<file path="config.mk">
export PLATFORM = sky130hd
export DESIGN_NAME = alu_issue_ctrl
export DESIGN_NICKNAME = d
export VERILOG_FILES = /design/src/rtl/alu_issue_ctrl.sv
export SDC_FILE = /design/constraint.sdc
export NUM_CORES = 1
export LEC_CHECK = 0
export ABC_CLOCK_PERIOD_IN_PS = 1900
export CAP_MARGIN = 20
export CORE_ASPECT_RATIO = 0.9
export CORE_MARGIN = 1.5
export CORE_UTILIZATION = 25
export DETAILED_ROUTE_END_ITERATION = 7
export MAX_ROUTING_LAYER = met4
export PLACE_DENSITY_LB_ADDON = 0.05
export SKIP_CTS_REPAIR_TIMING = 1
export SYNTH_ARGS = -nofsm -noshare
export SYNTH_HDL_FRONTEND = slang
export SYNTH_SLANG_ARGS = --single-unit
</file>
<file path="constraint.sdc">
create_clock -name clk -period 1.9 [get_ports clk]
set_input_delay 0.38 -clock clk [delete_from_list [all_inputs] [get_ports clk]]
set_output_delay 0.38 -clock clk [all_outputs]
set_load 0.01 [all_outputs]
</file>
<file path="src/rtl/alu_issue_ctrl.sv">
// alu_issue_ctrl: single-issue controller for an external ALU with a fixed latency.
// Keeps a 4 x 8-bit register file and registers the operands and select for the ALU.
// After ALU_LAT+2 edges it writes the ALU result back into the register file and
// reports the write-back for one cycle.
// Optional feature: define ALU_ISSUE_ZFLAG_EN to add the wb_zero result flag.
module alu_issue_ctrl #(
    parameter int unsigned ALU_LAT = 1  // legal range 0..7
) (
    input  logic       clk,
    input  logic       rst_n,
    input  logic       instr_valid,
    output logic       instr_ready,
    input  logic [3:0] instr_op,
    input  logic [1:0] instr_rd,
    input  logic [1:0] instr_ra,
    input  logic [1:0] instr_rb,
    input  logic [7:0] instr_imm,
    input  logic       instr_use_imm,
    output logic [7:0] alu_a,
    output logic [7:0] alu_b,
    output logic [3:0] alu_sel,
    input  logic [7:0] alu_out,
    output logic       wb_valid,
    output logic [1:0] wb_rd,
    output logic [7:0] wb_data,
`ifdef ALU_ISSUE_ZFLAG_EN
    output logic       wb_zero,
`endif
    output logic       busy
);

    typedef enum logic [1:0] {StIdle, StWait, StWb} state_e;

    state_e      state_q, state_d;
    logic [2:0]  cnt_q, cnt_d;
    logic [7:0]  rf_q [4];
    logic [7:0]  rf_d [4];
    logic [7:0]  alu_a_q, alu_a_d;
    logic [7:0]  alu_b_q, alu_b_d;
    logic [3:0]  alu_sel_q, alu_sel_d;
    logic [1:0]  rd_q, rd_d;  // destination of the instruction in flight
    logic        wb_valid_q, wb_valid_d;
    logic [1:0]  wb_rd_q, wb_rd_d;
    logic [7:0]  wb_data_q, wb_data_d;
`ifdef ALU_ISSUE_ZFLAG_EN
    logic        wb_zero_q, wb_zero_d;
`endif

    // Next-state: accept in idle, count down the ALU latency, then write back.
    always_comb begin
        state_d    = state_q;
        cnt_d      = cnt_q;
        rf_d       = rf_q;
        alu_a_d    = alu_a_q;
        alu_b_d    = alu_b_q;
        alu_sel_d  = alu_sel_q;
        rd_d       = rd_q;
        wb_valid_d = 1'b0;
        wb_rd_d    = wb_rd_q;
        wb_data_d  = wb_data_q;
`ifdef ALU_ISSUE_ZFLAG_EN
        wb_zero_d  = wb_zero_q;
`endif
        unique case (state_q)
            StIdle: begin
                if (instr_valid) begin
                    // Sources are read before any write, so rd == ra/rb sees the old value.
                    alu_a_d   = rf_q[instr_ra];
                    alu_b_d   = instr_use_imm ? instr_imm : rf_q[instr_rb];
                    alu_sel_d = instr_op;
                    rd_d      = instr_rd;
                    cnt_d     = 3'(ALU_LAT);
                    state_d   = StWait;
                end
            end
            StWait: begin
                if (cnt_q == 3'd0) begin
                    state_d = StWb;
                end else begin
                    cnt_d = cnt_q - 3'd1;
                end
            end
            StWb: begin
                rf_d[rd_q] = alu_out;
                wb_valid_d = 1'b1;
                wb_rd_d    = rd_q;
                wb_data_d  = alu_out;
`ifdef ALU_ISSUE_ZFLAG_EN
                wb_zero_d  = (alu_out == 8'd0);
`endif
                state_d    = StIdle;
            end
            default: state_d = StIdle;
        endcase
    end

    // State register with synchronous active-low reset; reset drops any instruction in flight.
    always_ff @(posedge clk) begin
        if (!rst_n) begin
            state_q    <= StIdle;
            cnt_q      <= 3'd0;
            for (int i = 0; i < 4; i++) rf_q[i] <= 8'd0;
            alu_a_q    <= 8'd0;
            alu_b_q    <= 8'd0;
            alu_sel_q  <= 4'd0;
            rd_q       <= 2'd0;
            wb_valid_q <= 1'b0;
            wb_rd_q    <= 2'd0;
            wb_data_q  <= 8'd0;
`ifdef ALU_ISSUE_ZFLAG_EN
            wb_zero_q  <= 1'b0;
`endif
        end else begin
            state_q    <= state_d;
            cnt_q      <= cnt_d;
            rf_q       <= rf_d;
            alu_a_q    <= alu_a_d;
            alu_b_q    <= alu_b_d;
            alu_sel_q  <= alu_sel_d;
            rd_q       <= rd_d;
            wb_valid_q <= wb_valid_d;
            wb_rd_q    <= wb_rd_d;
            wb_data_q  <= wb_data_d;
`ifdef ALU_ISSUE_ZFLAG_EN
            wb_zero_q  <= wb_zero_d;
`endif
        end
    end

    // Outputs come straight from state and registers.
    always_comb begin
        instr_ready = (state_q == StIdle);
        busy        = (state_q != StIdle);
        alu_a       = alu_a_q;
        alu_b       = alu_b_q;
        alu_sel     = alu_sel_q;
        wb_valid    = wb_valid_q;
        wb_rd       = wb_rd_q;
        wb_data     = wb_data_q;
`ifdef ALU_ISSUE_ZFLAG_EN
        wb_zero     = wb_zero_q;
`endif
    end

endmodule
</file>
==> Word level (Yosys, flattened, before mapping) <==
Cells that the tools add are included.
{ "totals": {"out_inout_bits": 33, "register_bits": 70, "in_bits": 30, "elab_cells": 51} }
{ "classes": {"reduce_logical": 8, "bitwise_logic": 3, "magnitude_cmp": 4, "mux": 17, "n_eq_ne": 5, "add_sub_neg": 1} }
{ "op_table": {"columns": ["op", "count"], "rows": [
  ["2-to-1 mux 8 bit", 6],
  ["binary-select mux 8 bit (select 2 bit)", 2],
  ["bitwise mux 32 bit", 1],
  ["demux 8 bit (select 2 bit)", 1],
  [">= comparator 3 bit (second input constant)", 3],
  ["inverter 2 -> 3 bit", 3],
  ["2-to-1 mux 3 bit", 2],
  ["inequality test 2 bit (second input constant)", 3],
  ["case mux 3 bit (2 select lines)", 1],
  ["2-to-1 mux 2 bit", 2],
  ["case mux 2 bit (2 select lines)", 1],
  ["AND reduction 2 bit", 2],
  ["nonzero test 2 bit", 2],
  ["logical NOT 3 bit", 1],
  ["less-than comparator 3 x 1 -> 1 bit (second input constant)", 1],
  ["AND reduction 3 bit", 1],
  ["subtractor 3 x 1 -> 3 bit (second input constant)", 1],
  ["== test 2 x 1 -> 1 bit (second input constant)", 1],
  ["== test 2 bit (second input constant)", 1],
  ["logical NOT 2 bit", 1],
  ["logical AND 1 bit", 1],
  ["2-to-1 mux 1 bit", 1]
]} }

==> Logic depth before layout (Yosys ltp) <==
{ "logic_depth": {"word_depth": 6, "depth_mapped": 5, "ltp_nobuf": 5} }

==> Worst setup path before layout <==
No wires, ideal clock.
{ "synth_timing": {"path_kind": "input to register", "startpoint": "input instr_rb[1]", "endpoint": "register alu_b_q[6], in the netlist alu_b[6]", "required_time_ps": 1767, "stages": 5, "t_arrival_ps": 1288, "setup_slack_ps": 479, "setup_time_ps": 133, "cell_sequence": "buf_6 -> buf_8 -> mux2_4 -> a222oi_1 -> a21oi_1"} }
{ "synth_via": {"elab_chain_cells": 5} }
{ "synth_lines": {"columns": ["item", "line_no", "source"], "rows": [
  ["start: declaration", "16", "input logic [1:0] instr_rb,"],
  ["inverter 2 -> 3 bit (implied by the code)", "69", "alu_b_d = instr_use_imm ? instr_imm : rf_q[instr_rb];"],
  ["binary-select mux 8 bit (select 2 bit)", "69", null],
  ["2-to-1 mux 8 bit (implied by the code) (2 in a row)", "69", null],
  ["2-to-1 mux 8 bit", "69", null],
  ["end signal: assignment", "118", "alu_b_q <= alu_b_d;"],
  ["end: declaration", "39", "logic [7:0] alu_b_q, alu_b_d;"]
]} }
Every way passes these cells. The select of a mux whose other input is x is not followed.
A chain may end at the register's enable or synchronous reset.

==> Worst setup path in the final report <==
{ "layout_timing": {"startpoint": "register state_q[1]", "endpoint": "output instr_ready"} }
{ "layout_via": {"elab_chain_cells": 1} }
{ "layout_lines": {"columns": ["item", "line_no", "source"], "rows": [
  ["start: declaration", "34", "state_e state_q, state_d;"],
  ["start signal: assignment", "100", "state_q <= StIdle;"],
  ["start signal: assignment", "114", "state_q <= state_d;"],
  ["logical NOT 2 bit", "132", "instr_ready = (state_q == StIdle);"],
  ["end: declaration", "12", "output logic instr_ready,"]
]} }
Every way passes these cells.

==> summary.json <==
{
  "status": {"value": "complete, no violations"},
  "die-width": {"value": 120, "unit": "microns"},
  "cts_sinks": {"value": 70},
  "synth_edf_count": {"value": 0},
  "pwr_density_cell": {"value": 926, "unit": "nW/um^2"},
  "max-clock-path-buffers": {"value": 2},
  "holdCritStartpoint": {"value": "wb_data[5]"},
  "mappedNetlistArea": {"value": 3070, "unit": "sq um"},
  "synth.top_cells.by_count": {"value": "sky130_fd_sc_hd__nand2_1 (81), sky130_fd_sc_hd__dfxtp_1 (70), sky130_fd_sc_hd__a21oi_1 (49), sky130_fd_sc_hd__nor2_1 (20), sky130_fd_sc_hd__mux2i_1 (16)"},
  "layout-drive-gt1-share": {"value": 12.8, "unit": "%"},
  "cts_buffers": {"value": 9},
  "yosys_warnings": {"value": 0},
  "ir_drop": {"value": 0.420, "unit": "mV"},
  "yosysSeqAreaShare": {"value": 45.6, "unit": "%"},
  "yosysTopAreaCell": {"value": "sky130_fd_sc_hd__dfxtp_1"},
  "grt_setup_unrepaired": {"value": "false"},
  "antenna-diode-count": {"value": 0},
  "drt-total-wl": {"value": 9.48, "unit": "mm"},
  "min_hold_slack": {"value": 0.453, "unit": "ns"},
  "die_area": {"value": 13000, "unit": "sq um"},
  "postSynth.topFlopCell": {"value": "sky130_fd_sc_hd__dfxtp_1"},
  "crit_fanout": {"value": 10},
  "htree_num_levels": {"value": 3},
  "synth_cells": {"value": 335},
  "utilization": {"value": 35.8, "unit": "%"},
  "critical-path-slowest-cell": {"value": "sky130_fd_sc_hd__clkdlybuf4s50_1"},
  "num_vias": {"value": 2555},
  "crit_path_start": {"value": "state_q[1]"},
  "yosysTopAreaCellShare": {"value": 45.6, "unit": "%"},
  "drtPass1Iterations": {"value": 4},
  "synth.lib_cells_used.distinct": {"value": 35},
  "coreArea": {"value": 12000, "unit": "sq um"},
  "fin_nets": {"value": 434},
  "holdCritPathClass": {"value": "register to register"},
  "r2r-end": {"value": "rf_q[29]"},
  "worst-endpoint-required": {"value": 1.52, "unit": "ns"},
  "drv_slew": {"value": 0},
  "ff2ff_setup_slack": {"value": 0.37, "unit": "ns"},
  "drc": {"value": 0},
  "path_clk_slew": {"value": 0.05, "unit": "ns"},
  "hold_path_end": {"value": "wb_data[5]"},
  "drv.max_cap_violation_count": {"value": 0},
  "global_route.usage.total": {"value": 15.8, "unit": "%"},
  "power_leakage": {"value": 1.52, "unit": "nW"},
  "timing_hold_violations_final": {"value": 0},
  "setup_viol_count_final": {"value": 0},
  "hold-path-cell-count": {"value": 2},
  "starting_density_of_the_core": {"value": 25.5, "unit": "%"},
  "io_buf_count": {"value": 62},
  "final.period_utilization": {"value": 94.2, "unit": "%"},
  "syn_nets": {"value": 367},
  "worst-path-buf-inv": {"value": 1},
  "filler_cell_count": {"value": 1245},
  "finClkSkew": {"value": 0.00513, "unit": "ns"},
  "crit_path_end_kind": {"value": "output pin"},
  "placementRows": {"value": 38},
  "cts_tree": {"value": "yes"},
  "worst_ep_arrival_time": {"value": 1.41, "unit": "ns"},
  "ios": {"value": 63},
  "worstMarginPinSlew": {"value": 0.656, "unit": "ns"},
  "route.antenna.remaining_nets": {"value": 0},
  "synth_area_leaders": {"value": "sky130_fd_sc_hd__dfxtp_1 (46%), sky130_fd_sc_hd__nand2_1 (9.9%), sky130_fd_sc_hd__a21oi_1 (8.0%)"},
  "detailed_place_hpwl": {"value": 6.64, "unit": "mm"},
  "postLayoutCellArea": {"value": 4310, "unit": "sq um"},
  "highest_attainable_clock_frequency": {"value": 559, "unit": "MHz"},
  "insertion_delay": {"value": 0.34, "unit": "ns"},
  "ys_seq_elements": {"value": 70},
  "root_buffer": {"value": "sky130_fd_sc_hd__clkbuf_16"},
  "drt-initial-drc-count": {"value": 122},
  "antenna_found_initial": {"value": 0},
  "globalRoute.totalOverflow": {"value": 0},
  "grt_pass1_wl": {"value": 14.6, "unit": "mm"},
  "area.growth.synth_to_final": {"value": 40.4, "unit": "%"},
  "grt_start_max_net_pins": {"value": 31},
  "routed_wire_length_per_instance": {"value": 16.7, "unit": "microns"},
  "viasPerCell": {"value": 4.51},
  "final_period_minus_worst_setup_slack": {"value": 1.79, "unit": "ns"},
  "cp-start-kind": {"value": "register"},
  "critPathTopFamily": {"value": "buffers and inverters"},
  "timing.rr.start": {"value": "rd_q[1]"},
  "reg2regPathDepth": {"value": 3},
  "critical_path.max_stage_delay": {"value": 0.56, "unit": "ns"},
  "synthesis.area_per_instance": {"value": 9.17, "unit": "sq um"},
  "synth.most_common_cell": {"value": "sky130_fd_sc_hd__nand2_1"},
  "share_of_flip_flops_with_an_asynchronous_set_or_reset_after_synthesis": {"value": 0, "unit": "%"},
  "vias_in_the_first_global_route": {"value": 2516},
  "maxSlewHeadroom": {"value": 56.2, "unit": "%"},
  "crit_path_cell_trace": {"value": "nor2_2 -> clkdlybuf4s50_1"},
  "detailed_place.area": {"value": 3970, "unit": "sq um"},
  "die_y": {"value": 108, "unit": "microns"},
  "timing.setup.critical_path_class": {"value": "register to output pin"},
  "globalplace.congestion": {"value": 0.745}
}
[power breakdown]
| part | total, mW | switching [mW] | internal, mW |
|---|---|---|---|
| sequential | 1.58 | 0.0521 | 1.53 |
| combinational | 0.526 | 0.261 | 0.266 |
| clock | 1.89 | 0.631 | 1.25 |
| total | 3.99 | 0.943 | 3.05 |
[worst reg2reg max path: stages, from the launching register on]
cell	delay [ns]
sky130_fd_sc_hd__dfxtp_1	0.39
sky130_fd_sc_hd__or4b_1	0.79
sky130_fd_sc_hd__nand2_1	0.16
sky130_fd_sc_hd__a21oi_1	0.07
[registers in the layout, indices dropped and copies added, names as in the netlist]
name / flops
alu_sel: 4
state_q: 2
cnt_q: 3
wb_valid: 1
alu_b: 8
wb_rd: 2
rf_q: 32
alu_a: 8
wb_data: 8
rd_q: 2
[stage by stage]
step / TNS (ns) / std cells / setup WS (ns) / power [mW]
2_1_floorplan: 0 / 335 / 0.479 / 1.85
3_3_place_gp: -0.0372 / 551 / -0.0153 / 2.14
3_5_place_dp: -0.272 / 551 / -0.0709 / 2.14
4_1_cts: -0.0644 / 567 / -0.0469 / 4.05
5_1_grt: 0 / 567 / 0.0469 / 4.16
6_report: 0 / 567 / 0.111 / 3.99
[final cells by class]
| cell class | count | area [sq um] | area share (%) |
|---|---|---|---|
| clock buffer | 13 | 270 | 6.27 |
| multi-input combinational | 233 | 1520 | 35.3 |
| clock inverter | 3 | 65.1 | 1.51 |
| timing repair buffer | 84 | 836 | 19.4 |
| inverter | 4 | 15.0 | 0.348 |
| sequential | 70 | 1400 | 32.6 |
| tap | 160 | 200 | 4.64 |
[cell usage in the layout (no fill, tap or decap), drive strengths merged, types with 2 or more instances in the layout]
cell type,netlist,routed
nor2b,3,3
mux4,8,8
clkdlybuf4s50,0,62
buf,15,22
mux2i,16,16
dfxtp,70,70
and4bb,2,2
inv,4,3
a222oi,8,8
o21ai,9,9
nor2,20,20
clkinv,0,2
nand2b,5,5
clkbuf,13,13
nand2,81,81
bufinv,0,2
o211ai,2,2
mux2,16,16
ha,2,2
a21oi,49,49
[layer usage]
layer	share of wire (%)	global-route usage [%]	vias to the layer above
li1	-	-	1300
met1	50	20.5	1192
met2	45	24.1	51
met3	3.2	3.96	12
met4	1.4	5.78	0
met5	0	-	-
[worst max-delay path by stage]
stage	slack, ns	cells past startpoint	endpoint
5_1_grt	0.05	2	instr_ready
3_5_place_dp	-0.07	5	alu_b[2]
2_1_floorplan	0.48	5	alu_b[6]
3_3_place_gp	-0.02	5	alu_b[3]
6_report	0.11	2	instr_ready
4_1_cts	-0.05	3	busy
[logic make-up after synthesis]
kind of cell / count (synthesis) / share of synthesized area [%]
buffers and inverters: 32 / 5.09
and+or+nand+nor: 119 / 17.6
adders and majority gates: 2 / 0.815
AOI/OAI and AO/OA: 72 / 13.7
DFF: 70 / 45.6
muxes: 40 / 17.2
Power figures use the tool's default switching activity.
